### src/rtl/risc_v_pkg.sv
// Shared loader types and widths: FSM state encoding plus instruction/byte sizes.
package risc_v_pkg;

    localparam int INSTR_W = 32;
    localparam int BYTE_W  = 8;

    typedef enum logic [2:0] {
        ST_IDLE    = 3'd0,
        ST_COLLECT = 3'd1,
        ST_WRITE   = 3'd2,
        ST_CHECK   = 3'd3,
        ST_DONE    = 3'd4
    } loader_state_e;

endpackage

### src/rtl/byte_assembler.sv
// Little-endian byte shift-in: places each accepted byte at lane byte_cnt and
// flags the handshake that completes a word.
module byte_assembler
    import risc_v_pkg::*;
#(
    parameter int WIDTH = INSTR_W
) (
    input  logic              clk,
    input  logic              rst_n,
    input  logic              clear_i,
    input  logic              shift_en_i,
    input  logic [BYTE_W-1:0] byte_i,
    output logic [WIDTH-1:0]  word_o,
    output logic              word_done_o
);

    localparam int LANES = WIDTH / BYTE_W;
    localparam int CNT_W = (LANES > 1) ? $clog2(LANES) : 1;

    logic [CNT_W-1:0] byte_cnt_q, byte_cnt_d;
    logic [WIDTH-1:0] word_q, word_d;
    logic             last_lane;

    assign last_lane = (byte_cnt_q == CNT_W'(LANES - 1));

    genvar gi;
    generate
        for (gi = 0; gi < LANES; gi++) begin : g_lane
            assign word_d[gi*BYTE_W +: BYTE_W] =
                clear_i ? '0 :
                (shift_en_i && (byte_cnt_q == CNT_W'(gi))) ? byte_i :
                word_q[gi*BYTE_W +: BYTE_W];
        end
    endgenerate

    always_comb begin
        byte_cnt_d = byte_cnt_q;
        if (clear_i) begin
            byte_cnt_d = '0;
        end else if (shift_en_i) begin
            byte_cnt_d = last_lane ? '0 : byte_cnt_q + 1'b1;
        end
    end

    always_ff @(posedge clk or negedge rst_n) begin
        if (!rst_n) begin
            byte_cnt_q <= '0;
            word_q     <= '0;
        end else begin
            byte_cnt_q <= byte_cnt_d;
            word_q     <= word_d;
        end
    end

    assign word_o      = word_q;
    assign word_done_o = shift_en_i && last_lane;

endmodule

### src/rtl/program_loader.sv
// Streams bytes into DEPTH program words and holds the CPU in reset until done.
// Optional trailing checksum byte enabled by PROGRAM_LOADER_CHECKSUM_EN.
module program_loader
    import risc_v_pkg::*;
#(
    parameter int DEPTH     = 16,
    parameter int WIDTH     = INSTR_W,
    parameter int ADD_WIDTH = 4
) (
    input  logic                 clk,
    input  logic                 rst,
    input  logic                 start,
    input  logic [BYTE_W-1:0]    in_data,
    input  logic                 in_valid,
    output logic                 in_ready,
    output logic                 mem_wen,
    output logic [ADD_WIDTH-1:0] mem_add,
    output logic [WIDTH-1:0]     mem_wdata,
    output logic                 cpu_rst,
    output logic                 done,
    output logic                 err
);

    localparam logic [ADD_WIDTH-1:0] LAST_ADD = ADD_WIDTH'(DEPTH - 1);

    loader_state_e        state_q, state_d;
    logic [ADD_WIDTH-1:0] word_cnt_q, word_cnt_d;
    logic                 load_start;
    logic                 byte_acc;
    logic                 word_done;
    logic [WIDTH-1:0]     word;

    assign byte_acc = in_valid && (state_q == ST_COLLECT);

    byte_assembler #(
        .WIDTH (WIDTH)
    ) u_byte_assembler (
        .clk         (clk),
        .rst_n       (rst),
        .clear_i     (load_start),
        .shift_en_i  (byte_acc),
        .byte_i      (in_data),
        .word_o      (word),
        .word_done_o (word_done)
    );

    always_comb begin
        state_d    = state_q;
        word_cnt_d = word_cnt_q;
        load_start = 1'b0;
        in_ready   = 1'b0;
        mem_wen    = 1'b0;
        cpu_rst    = 1'b1;
        done       = 1'b0;
        case (state_q)
            ST_IDLE: begin
                if (start) begin
                    load_start = 1'b1;
                    word_cnt_d = '0;
                    state_d    = ST_COLLECT;
                end
            end
            ST_COLLECT: begin
                in_ready = 1'b1;
                if (word_done) begin
                    state_d = ST_WRITE;
                end
            end
            ST_WRITE: begin
                mem_wen = 1'b1;
                if (word_cnt_q == LAST_ADD) begin
`ifdef PROGRAM_LOADER_CHECKSUM_EN
                    state_d = ST_CHECK;
`else
                    state_d = ST_DONE;
`endif
                end else begin
                    word_cnt_d = word_cnt_q + 1'b1;
                    state_d    = ST_COLLECT;
                end
            end
`ifdef PROGRAM_LOADER_CHECKSUM_EN
            ST_CHECK: begin
                in_ready = 1'b1;
                if (in_valid) begin
                    state_d = ST_DONE;
                end
            end
`endif
            ST_DONE: begin
                done    = 1'b1;
                cpu_rst = 1'b0;
                // Reload: outputs follow state, so done/cpu_rst flip on the same edge.
                if (start) begin
                    load_start = 1'b1;
                    word_cnt_d = '0;
                    state_d    = ST_COLLECT;
                end
            end
            default: begin
                state_d = ST_IDLE;
            end
        endcase
    end

    always_ff @(posedge clk or negedge rst) begin
        if (!rst) begin
            state_q    <= ST_IDLE;
            word_cnt_q <= '0;
        end else begin
            state_q    <= state_d;
            word_cnt_q <= word_cnt_d;
        end
    end

    assign mem_add   = word_cnt_q;
    assign mem_wdata = word;

`ifdef PROGRAM_LOADER_CHECKSUM_EN
    logic [BYTE_W-1:0] sum_q, sum_d;
    logic              err_q, err_d;
    logic              check_acc;

    assign check_acc = in_valid && (state_q == ST_CHECK);

    always_comb begin
        sum_d = sum_q;
        err_d = err_q;
        if (load_start) begin
            sum_d = '0;
            err_d = 1'b0;
        end else begin
            if (byte_acc) begin
                sum_d = sum_q + in_data;
            end
            if (check_acc) begin
                err_d = (in_data != sum_q);
            end
        end
    end

    always_ff @(posedge clk or negedge rst) begin
        if (!rst) begin
            sum_q <= '0;
            err_q <= 1'b0;
        end else begin
            sum_q <= sum_d;
            err_q <= err_d;
        end
    end

    assign err = err_q;
`else
    assign err = 1'b0;
`endif

endmodule

### config.mk
export PLATFORM = sky130hd
export DESIGN_NAME = program_loader
export DESIGN_NICKNAME = d
export VERILOG_FILES = /design/src/rtl/risc_v_pkg.sv /design/src/rtl/byte_assembler.sv /design/src/rtl/program_loader.sv
export SDC_FILE = /design/constraint.sdc
export NUM_CORES = 1
export LEC_CHECK = 0
export ABC_AREA = 1
export CAP_MARGIN = 20
export CORE_MARGIN = 4
export CORE_UTILIZATION = 50
export DETAILED_ROUTE_END_ITERATION = 8
export GPL_ROUTABILITY_DRIVEN = 0
export PLACE_DENSITY = 0.82
export SYNTH_ARGS = -nofsm -noshare
export SYNTH_HDL_FRONTEND = slang
export SYNTH_SLANG_ARGS = --single-unit
### constraint.sdc
create_clock -name clk -period 4.4 [get_ports clk]
set_clock_uncertainty 0.05 [all_clocks]
set_input_delay 1.1 -clock clk [delete_from_list [all_inputs] [get_ports clk]]
set_output_delay 1.1 -clock clk [all_outputs]
set_load 0.05 [all_outputs]
==> flow_summary_export.csv, run 1 <==
group,metric,value,unit
outcome,status,"finished clean",
clocking,cts_max_path_buffers,2,
min_path,whs_path_depth,2,
sta,fin_crit_sh,0.784,
setup_path,cp.arrival,2.30,ns
job,drv_cap,0,
die,die_x,70.4,um
clocking,cts_root_buffer,"clkbuf_8",
sta,drv_slew,0,
synth,synthCells,226,
clocking,cts_tree,"yes",
die,rows,22,
grt,grt_max_degree,42,
detailed_routing,dr.pass1.iters,4,
detailed_routing,antenna_left,0,
synth,synth-compound-area-share,0.0308,
setup_path,critPathKind,"reg -> out",
power_and_ir_drop,peakVddDrop,410,uV
setup_path,slowest_delay,0.82,ns
setup_path,critPathLaunchType,"flop",
detailed_routing,drtIter0Drc,194,
cells_and_area,final_cells,320,
clocking,htreeDepth,2,
setup_path,slowest_stage,"clkdlybuf4s50_1",
grt,grtUsageTotal,0.196,
placed_design,dp.final_hpwl,3.18,mm
synth,avgSynthCellArea,8.61,um^2
placed_design,placedCellCount,312,
die,core-area,3720,um^2
placed_design,io_buffers,51,
detailed_routing,vias,1670,
synth,synth_top_family_by_area,"simple AND/OR/NAND/NOR gates",
clocking,cts_sinks,41,
die,die_area,4960,um^2
synth,synth_area,1950,um^2
power_and_ir_drop,leakagePower,1.29,nW
grt,grt_pass1_vias,1560,
sta,relSlewSlack,0.414,
clocking,clock_latency,0.29,ns
sta,rsz0062_at_grt,"no",
detailed_routing,routed_wl,4.61,mm
synth,synth_fa_ha_area_frac,0.0321,
grt,grt_pass1_wl,7.70,mm
grt,grt_overflow,0,
synth,synthXorXnorAreaFrac,0,
grt,antenna_found_initial,0,
clocking,clkSlewWorstSetupHoldPaths,0.08,ns
sta,setup_viol,0,
synth,synth_seq_cells,41,
detailed_routing,wl_per_cell,14.4,um
detailed_routing,drcViolationCount,0,
sta,tightestPinTransition,0.879,ns
die,start_util,0.524,
setup_path,cp_cell_sequence,"nor2_1 > inv_1 > nor2_1 > clkdlybuf4s50_1",
synth,yosysWarnings,0,
setup_path,critPathTopFamily,"buffers and inverters",
cells_and_area,n_antenna_cell,0,
min_path,holdCritPathClass,"reg -> reg",
setup_path,worstSetupEndpointType,"output port",
sta,final-hold-violation-count,0,
setup_path,crit_fanout,12,
detailed_routing,drt-vias-per-instance,5.22,
setup_path,reg2reg_depth,6,
synth,synthDistinctLibCells,19,
synth,ys_seq_area_frac,0.527,
sta,fin_crit,3.45,ns
cells_and_area,drive_gt1_frac,0.0441,
clocking,cts_setup_buffers,0,
cells_and_area,nNetsFinal,288,
sta,max_freq,0.290,GHz
setup_path,crit_buf_inv,2,
cells_and_area,syn2layout_area_growth,31.2,%
die,ioPinCount,53,
die,die_h,70.4,um
synth,synthSimpleGateAreaFrac,0.343,
setup_path,critical_path_required,3.25,ns
setup_path,cp_num_cells,4,
clocking,numCtsBuffers,5,
clocking,cts_resized,0,
power_and_ir_drop,power_density,762,nW/um^2
synth,synth_fp_nets,243,
clocking,hold_buffers,0,
setup_path,crit_path_frequent_cell,"nor2_1",
sta,tns,0,ns
synth,synth.area.mux_share,0,
[synth_stat cells]
master	number	area [um^2]
nor2_1	7	26.3
buf_2	3	15.0
ha_1	5	62.6
inv_2	1	3.75
inv_1	13	48.8
nand2_2	1	6.26
nand4_1	4	25.0
nand2_1	56	210
nand3b_1	2	15.0
buf_6	1	11.3
buf_4	4	30.0
buf_1	1	3.75
a21boi_0	8	60.1
nand4_2	1	12.5
nor2_4	1	11.3
clkbuf_1	4	15.0
conb_1	1	3.75
nand3_1	72	360
dfrtp_1	41	1030
[cell type report]
type	instances	area, um^2
fill	293	1160
sequential	41	1030
multi-input combinational	158	793
timing repair buffer	51	505
clock buffer	7	86.3
tap	48	60.1
inverter	14	52.6
clock inverter	1	30.0
[metrics by stage]
stage               power [mW]  cell area, um^2  setup WS, ns  hold slack (ns)  utilization
finish                    1.95             2550         0.950            0.453        0.687
global route              2.05             2550         0.790            0.474        0.687
CTS                       1.96             2550         0.945            0.453        0.687
detailed placement        1.64             2440          1.26            0.436        0.656
global placement          1.62             2440          1.34            0.433        0.656
floorplan                 1.32             1950          1.45            0.448            -
[layer usage]
layer / track usage / share of wire
met1: 0.263 / 0.43
met2: 0.306 / 0.50
met3: 0.0489 / 0.049
met4: 0.0745 / 0.019
met5: 0 / 0
[cells in the final DEF (no fill, tap or decap), drive strengths merged]
| cell type | instances |
|---|---|
| nand3 | 72 |
| nand2 | 57 |
| clkdlybuf4s50 | 50 |
| dfrtp | 41 |
| inv | 14 |
| a21boi | 8 |
| nor2 | 8 |
| clkbuf | 7 |
| ha | 5 |
| nand4 | 5 |
| nand3b | 2 |
| conb | 1 |
| bufinv | 1 |
| buf | 1 |
[report_power, final]
part           switching [mW]  internal, mW  total (mW)
Sequential             0.0890         0.506       0.595
Combinational           0.728         0.313        1.04
Clock                   0.125         0.185       0.310
[worst reg2reg max path, stage by stage (launching register included)]
cell and delay (ns):
dfrtp_1 0.39, nor2_1 0.53, nand2_2 0.58, nand2_1 0.24
nand2_1 0.15, nand2_1 0.09, nand2_1 0.05
[cell families after synthesis]
group / count (synthesis)
other cells: 1
simple gates: 144
buf+inv: 27
compound gates: 8
flops: 41
fa+ha+maj: 5
[registers in the layout, summed over array words and instances (netlist names)]
signal                       cells
mem_add                          4
state_q                          3
u_byte_assembler.byte_cnt_q      2
u_byte_assembler.word_o         32
[final timing paths]
| path | start | to | slack (ns) |
|---|---|---|---|
| setup / recovery | state_q[0] | done | 0.95 |
| hold / removal | u_byte_assembler.word_o[27] | u_byte_assembler.word_o[27] | 0.45 |
| setup reg to reg | state_q[0] | mem_add[3] | 2.20 |
| hold reg to reg | u_byte_assembler.word_o[27] | u_byte_assembler.word_o[27] | 0.45 |
| max in group asynchronous | rst | state_q[2] | 2.87 |
| min in group asynchronous | rst | u_byte_assembler.word_o[31] | 0.86 |
Power figures use the tool's default switching activity.
==> run 2: changes to the inputs <==
CORE_UTILIZATION = 43   (was 50)
PLACE_DENSITY = 0.75   (was 0.82)
clock period = 2.9 ns   (was 4.4 ns; I/O delays follow)
==> run 2 against run 1 <==
  * Final cell count grew 3.8%
  * Largest power group unchanged
  * Utilization shrank 8.6 points
  * Routed wire length grew 4.6%
  * Clock power grew 54%
  * Critical path depth is the same
==> flow_summary_export.csv, run 2 (same netlist as run 1, synthesis figures left out) <==
group,metric,value,unit
sta,setup_viol,0,
grt,grtUsageMet2,0.311,
detailed_routing,wl_per_cell,14.5,um
detailed_routing,vias,1711,
die,die_h,75.3,um
cells_and_area,final_util,0.601,
cells_and_area,seq_area,1030,um^2
detailed_routing,routed_wl,4.82,mm
die,die_x,75.3,um
grt,antenna_found_initial,0,
die,ioPinCount,53,
cells_and_area,most-common-layout-cells,"nand3_1 (72), nand2_1 (56), clkdlybuf4s50_1 (49)",
cells_and_area,nNetsFinal,296,
sta,tightestPinTransition,0.891,ns
cells_and_area,multi_input_area,793,um^2
grt,use_met1,0.243,
placed_design,pre_cts_ws,0.551,ns
min_path,whs_endpoint,"u_byte_assembler.word_o[26]",
sta,tns,0,ns
sta,drv_slew,0,
setup_path,crit_fanout,7,
clocking,cts_tree,"yes",
clocking,clkSlewWorstSetupHoldPaths,0.08,ns
clocking,clock_latency,0.29,ns
clocking,cts_sinks,41,
clocking,hold_buffers,0,
clocking,cts_resized,0,
cells_and_area,drive_gt1_frac,0.0750,
detailed_routing,antenna_left,0,
power_and_ir_drop,pwr-share-clk,0.159,
power_and_ir_drop,switching_share,0.482,
setup_path,rr_startpoint,"u_byte_assembler.byte_cnt_q[0]",
clocking,htreeDepth,2,
sta,fin_crit_sh,0.919,
die,rows,24,
setup_path,critPathLaunchType,"flop",
placed_design,dp.final_hpwl,3.36,mm
die,start_util,0.447,
setup_path,critPathKind,"reg -> out",
sta,relSlewSlack,0.406,
clocking,numCtsBuffers,5,
die,die_area,5670,um^2
clocking,cts_root_buffer,"clkbuf_8",
cells_and_area,n_antenna_cell,0,
setup_path,worstSetupEndpointType,"output port",
cells_and_area,fill_cells,386,
clocking,cts_max_path_buffers,2,
setup_path,reg2reg_depth,5,
detailed_routing,dr.pass1.iters,4,
setup_path,cp.arrival,1.89,ns
grt,grt_pass1_vias,1688,
clocking,cts_setup_buffers,0,
grt,grtUsageTotal,0.189,
die,core-area,4350,um^2
power_and_ir_drop,leakagePower,1.33,nW
detailed_routing,drcViolationCount,0,
power_and_ir_drop,power_frac_comb,0.541,
power_and_ir_drop,p_int,1.55,mW
min_path,whs_path_depth,2,
min_path,holdCritPathClass,"reg -> reg",
power_and_ir_drop,p_sw,1.45,mW
cells_and_area,largest_reg_flops,32,
sta,layout_setup_ws,0.236,ns
grt,grt_max_degree,42,
cells_and_area,syn2layout_area_growth,34.4,%
job,drv_cap,0,
min_path,hold_start,"u_byte_assembler.word_o[26]",
setup_path,critical_path_required,2.12,ns
sta,final-hold-violation-count,0,
detailed_routing,drtIter0Drc,186,
cells_and_area,layout.cells.most_common,"nand3_1",
sta,max_freq,0.375,GHz
grt,gr-max-usage-layer,"met2",
grt,use_met3,0.0441,
setup_path,r2r-end,"u_byte_assembler.word_o[4]",
outcome,status,"finished clean",
sta,rsz0062_at_grt,"no",
placed_design,io_buffers,51,
grt,grt_overflow,0,
power_and_ir_drop,power_density,1150,nW/um^2
setup_path,r2r_setup_slack,1.21,ns
power_and_ir_drop,pwr-share-seq,0.300,
sta,fin_crit,2.66,ns
grt,grt_pass1_wl,8.11,mm
detailed_routing,drt-vias-per-instance,5.15,
power_and_ir_drop,peakVddDrop,525,uV
-- run 2: layout make-up --
cell class / instances / share of cell area
repair buffers: 59 / 0.215
clock inverters: 1 / 0.0115
multi-input cells: 158 / 0.303
clock buffers: 7 / 0.0330
well taps: 52 / 0.0249
inverters: 14 / 0.0201
flip-flops and latches: 41 / 0.392
-- run 2: layer usage --
metal / wire (um) / share of wire
met5: 0 / 0
met4: 72 / 0.015
met3: 261 / 0.054
met2: 2390 / 0.50
met1: 2100 / 0.43
-- run 2: worst max path at each step --
stage	from	to	cells after the start
global placement	state_q[2]	in_ready	4
global route	state_q[2]	in_ready	4
finish	state_q[2]	in_ready	4
floorplan	state_q[0]	cpu_rst	4
CTS	state_q[2]	in_ready	4
detailed placement	state_q[2]	in_ready	4
-- run 2: critical path, cell delays in order (launching register included) --
cell and delay, ns:
dfrtp_1 0.40, inv_2 0.11, nand3b_1 0.15, inv_1 0.13, clkdlybuf4s50_1 0.81
-- run 2: through the flow --
stage          cell area [um^2]  hold WS, ns  total power, mW  instances
3_3_place_gp               2500        0.433             2.51        324
6_report                   2620        0.453             3.00        332
5_1_grt                    2620        0.474             3.18        332
4_1_cts                    2620        0.458             3.02        332
3_5_place_dp               2500        0.440             2.54        324
2_1_floorplan              1950        0.379             2.00        226
-- run 2: power by group through the flow --
stage | sequential, mW | combinational (mW) | clock, mW
2_1_floorplan | 1.50 | 0.496 | 0
3_3_place_gp | 0.905 | 1.61 | 0
3_5_place_dp | 0.912 | 1.63 | 0
4_1_cts | 0.903 | 1.63 | 0.484
5_1_grt | 0.925 | 1.75 | 0.510
6_report | 0.900 | 1.62 | 0.476
==> run 3: changes to the inputs <==
CORE_UTILIZATION = 50   (was 43)
PLACE_DENSITY = 0.82   (was 0.75)
clock period = 3.4 ns   (was 2.9 ns; I/O delays follow)
==> run 3 against run 2 <==
  * Final area is 3.0% lower
  * Sequential power shrank 15%
  * Die area down 13%
  * Combinational power shrank 16%
  * Global-route usage grew 0.83 points
  * Routed wire length is 5.0% lower
  * Non-clock buffer count down 6
  * Clock-buffer cell count down 2
  * Register-to-register slack improved by 0.53 ns
  * First-iteration DRC count shrank 7.0%
  * Critical path type unchanged
  * Critical endpoint unchanged
  * Largest power group unchanged
  * Highest routed layer unchanged
==> flow_summary_export.csv, run 3 (same netlist as run 1, synthesis figures left out) <==
group,metric,value,unit
die,die_area,4960,um^2
sta,drv_slew,0,
power_and_ir_drop,switching_share,0.503,
detailed_routing,routed_wl,4.58,mm
detailed_routing,drcViolationCount,0,
power_and_ir_drop,pwr-share-seq,0.314,
sta,worst_hold_slack,0.449,ns
cells_and_area,largest_reg_flops,32,
cells_and_area,most-common-layout-cells,"nand3_1 (72), nand2_1 (56), clkdlybuf4s50_1 (50)",
setup_path,cp.arrival,1.90,ns
sta,fin_crit,2.80,ns
cells_and_area,nNetsFinal,290,
sta,tightestPinTransition,0.877,ns
sta,fin_crit_sh,0.824,
clocking,hold_buffers,0,
setup_path,critical_path_required,2.50,ns
setup_path,cp_cell_sequence,"inv_2 > nand3b_1 > inv_1 > clkdlybuf4s50_1",
power_and_ir_drop,p_sw,1.22,mW
power_and_ir_drop,pwr-share-clk,0.127,
grt,grt_pass1_wl,7.71,mm
setup_path,crit_buf_inv,3,
die,die_h,70.4,um
detailed_routing,antenna_left,0,
clocking,clkSlewWorstSetupHoldPaths,0.07,ns
die,start_util,0.524,
grt,grtUsageTotal,0.198,
setup_path,critPathKind,"reg -> out",
sta,relSlewSlack,0.416,
detailed_routing,drtIter0Drc,173,
placed_design,io_buffers,51,
min_path,holdCritPathClass,"reg -> reg",
setup_path,critPathLaunchType,"flop",
power_and_ir_drop,power_frac_comb,0.559,
die,ioPinCount,53,
cells_and_area,syn2layout_area_growth,30.4,%
clocking,cts_max_path_buffers,2,
setup_path,slowest_stage,"clkdlybuf4s50_1",
clocking,cts_root_buffer,"clkbuf_8",
grt,grt_pass1_vias,1625,
sta,max_freq,0.357,GHz
power_and_ir_drop,leakagePower,1.28,nW
clocking,numCtsBuffers,5,
clocking,cts_tree,"yes",
outcome,status,"finished clean",
detailed_routing,dr.pass1.iters,4,
clocking,cts_resized,0,
cells_and_area,layout.cells.most_common,"nand3_1",
power_and_ir_drop,power_density,959,nW/um^2
die,core-area,3720,um^2
sta,setup_viol,0,
cells_and_area,n_antenna_cell,0,
sta,tns,0,ns
sta,final-hold-violation-count,0,
clocking,htreeDepth,2,
clocking,cts_setup_buffers,0,
detailed_routing,vias,1704,
cells_and_area,fill_cells,308,
grt,grt_overflow,0,
grt,antenna_found_initial,0,
setup_path,critPathTopFamily,"buffers and inverters",
placed_design,dp.final_hpwl,3.28,mm
job,drv_cap,0,
clocking,cts_sinks,41,
power_and_ir_drop,peakVddDrop,494,uV
die,rows,22,
power_and_ir_drop,p_int,1.21,mW
cells_and_area,drive_gt1_frac,0.0547,
die,die_x,70.4,um
detailed_routing,wl_per_cell,14.2,um
setup_path,slowest_delay,0.82,ns
setup_path,crit_fanout,7,
clocking,clock_latency,0.29,ns
sta,rsz0062_at_grt,"no",
setup_path,worstSetupEndpointType,"output port",
grt,grt_max_degree,42,
detailed_routing,drt-vias-per-instance,5.29,
-- run 3: cell type report --
| type | count | area [um^2] | share of cell area |
|---|---|---|---|
| well taps | 48 | 60.1 | 0.0237 |
| clock buffers | 5 | 68.8 | 0.0271 |
| multi-input cells | 158 | 793 | 0.312 |
| inverters | 14 | 52.6 | 0.0207 |
| flip-flops and latches | 41 | 1030 | 0.404 |
| clock inverters | 3 | 17.5 | 0.00690 |
| repair buffers | 53 | 520 | 0.205 |
-- run 3: final timing paths --
check                                                     from                           to  slack (ns)  cells past startpoint
worst min-delay path               u_byte_assembler.word_o[26]  u_byte_assembler.word_o[26]        0.45                      2
worst min register to register     u_byte_assembler.word_o[26]  u_byte_assembler.word_o[26]        0.45                      2
max in group asynchronous                                  rst  u_byte_assembler.word_o[15]        2.13                      1
min in group asynchronous                                  rst  u_byte_assembler.word_o[26]        0.62                      1
worst max-delay path                                state_q[2]                     in_ready        0.60                      4
worst max register to register  u_byte_assembler.byte_cnt_q[0]  u_byte_assembler.word_o[18]        1.74                      5
-- run 3: worst reg2reg max path: cells and delay by family (launching register included) --
kind | cells | cell delay, ns
simple gates | 3 | 0.64
fa+ha+maj | 1 | 0.33
buf+inv | 1 | 0.10
flops | 1 | 0.43
-- run 3: power groups by stage --
| stage | registers (mW) | logic (mW) | clock network (mW) |
|---|---|---|---|
| 6_report | 0.765 | 1.36 | 0.310 |
| 5_1_grt | 0.787 | 1.45 | 0.332 |
| 4_1_cts | 0.765 | 1.37 | 0.315 |
| 3_5_place_dp | 0.774 | 1.37 | 0 |
| 3_3_place_gp | 0.771 | 1.35 | 0 |
| 2_1_floorplan | 1.28 | 0.423 | 0 |
-- run 3: stage by stage --
stage / worst slack [ns] / instances / cell area [um^2] / power [mW] / utilization
finish: 0.600 / 322 / 2540 / 2.44 / 0.683
floorplan: 0.697 / 226 / 1950 / 1.71 / -
global route: 0.502 / 322 / 2540 / 2.57 / 0.683
detailed placement: 0.848 / 314 / 2450 / 2.14 / 0.660
CTS: 0.588 / 322 / 2540 / 2.45 / 0.683
global placement: 0.908 / 314 / 2450 / 2.12 / 0.660
-- run 3: layer usage --
| metal | track usage | up-vias | wire length [um] |
|---|---|---|---|
| li1 | - | 843 | - |
| met1 | 0.257 | 801 | 1980 |
| met2 | 0.324 | 53 | 2250 |
| met3 | 0.0345 | 7 | 263 |
| met4 | 0.0830 | 0 | 87 |
| met5 | 0 | - | 0 |
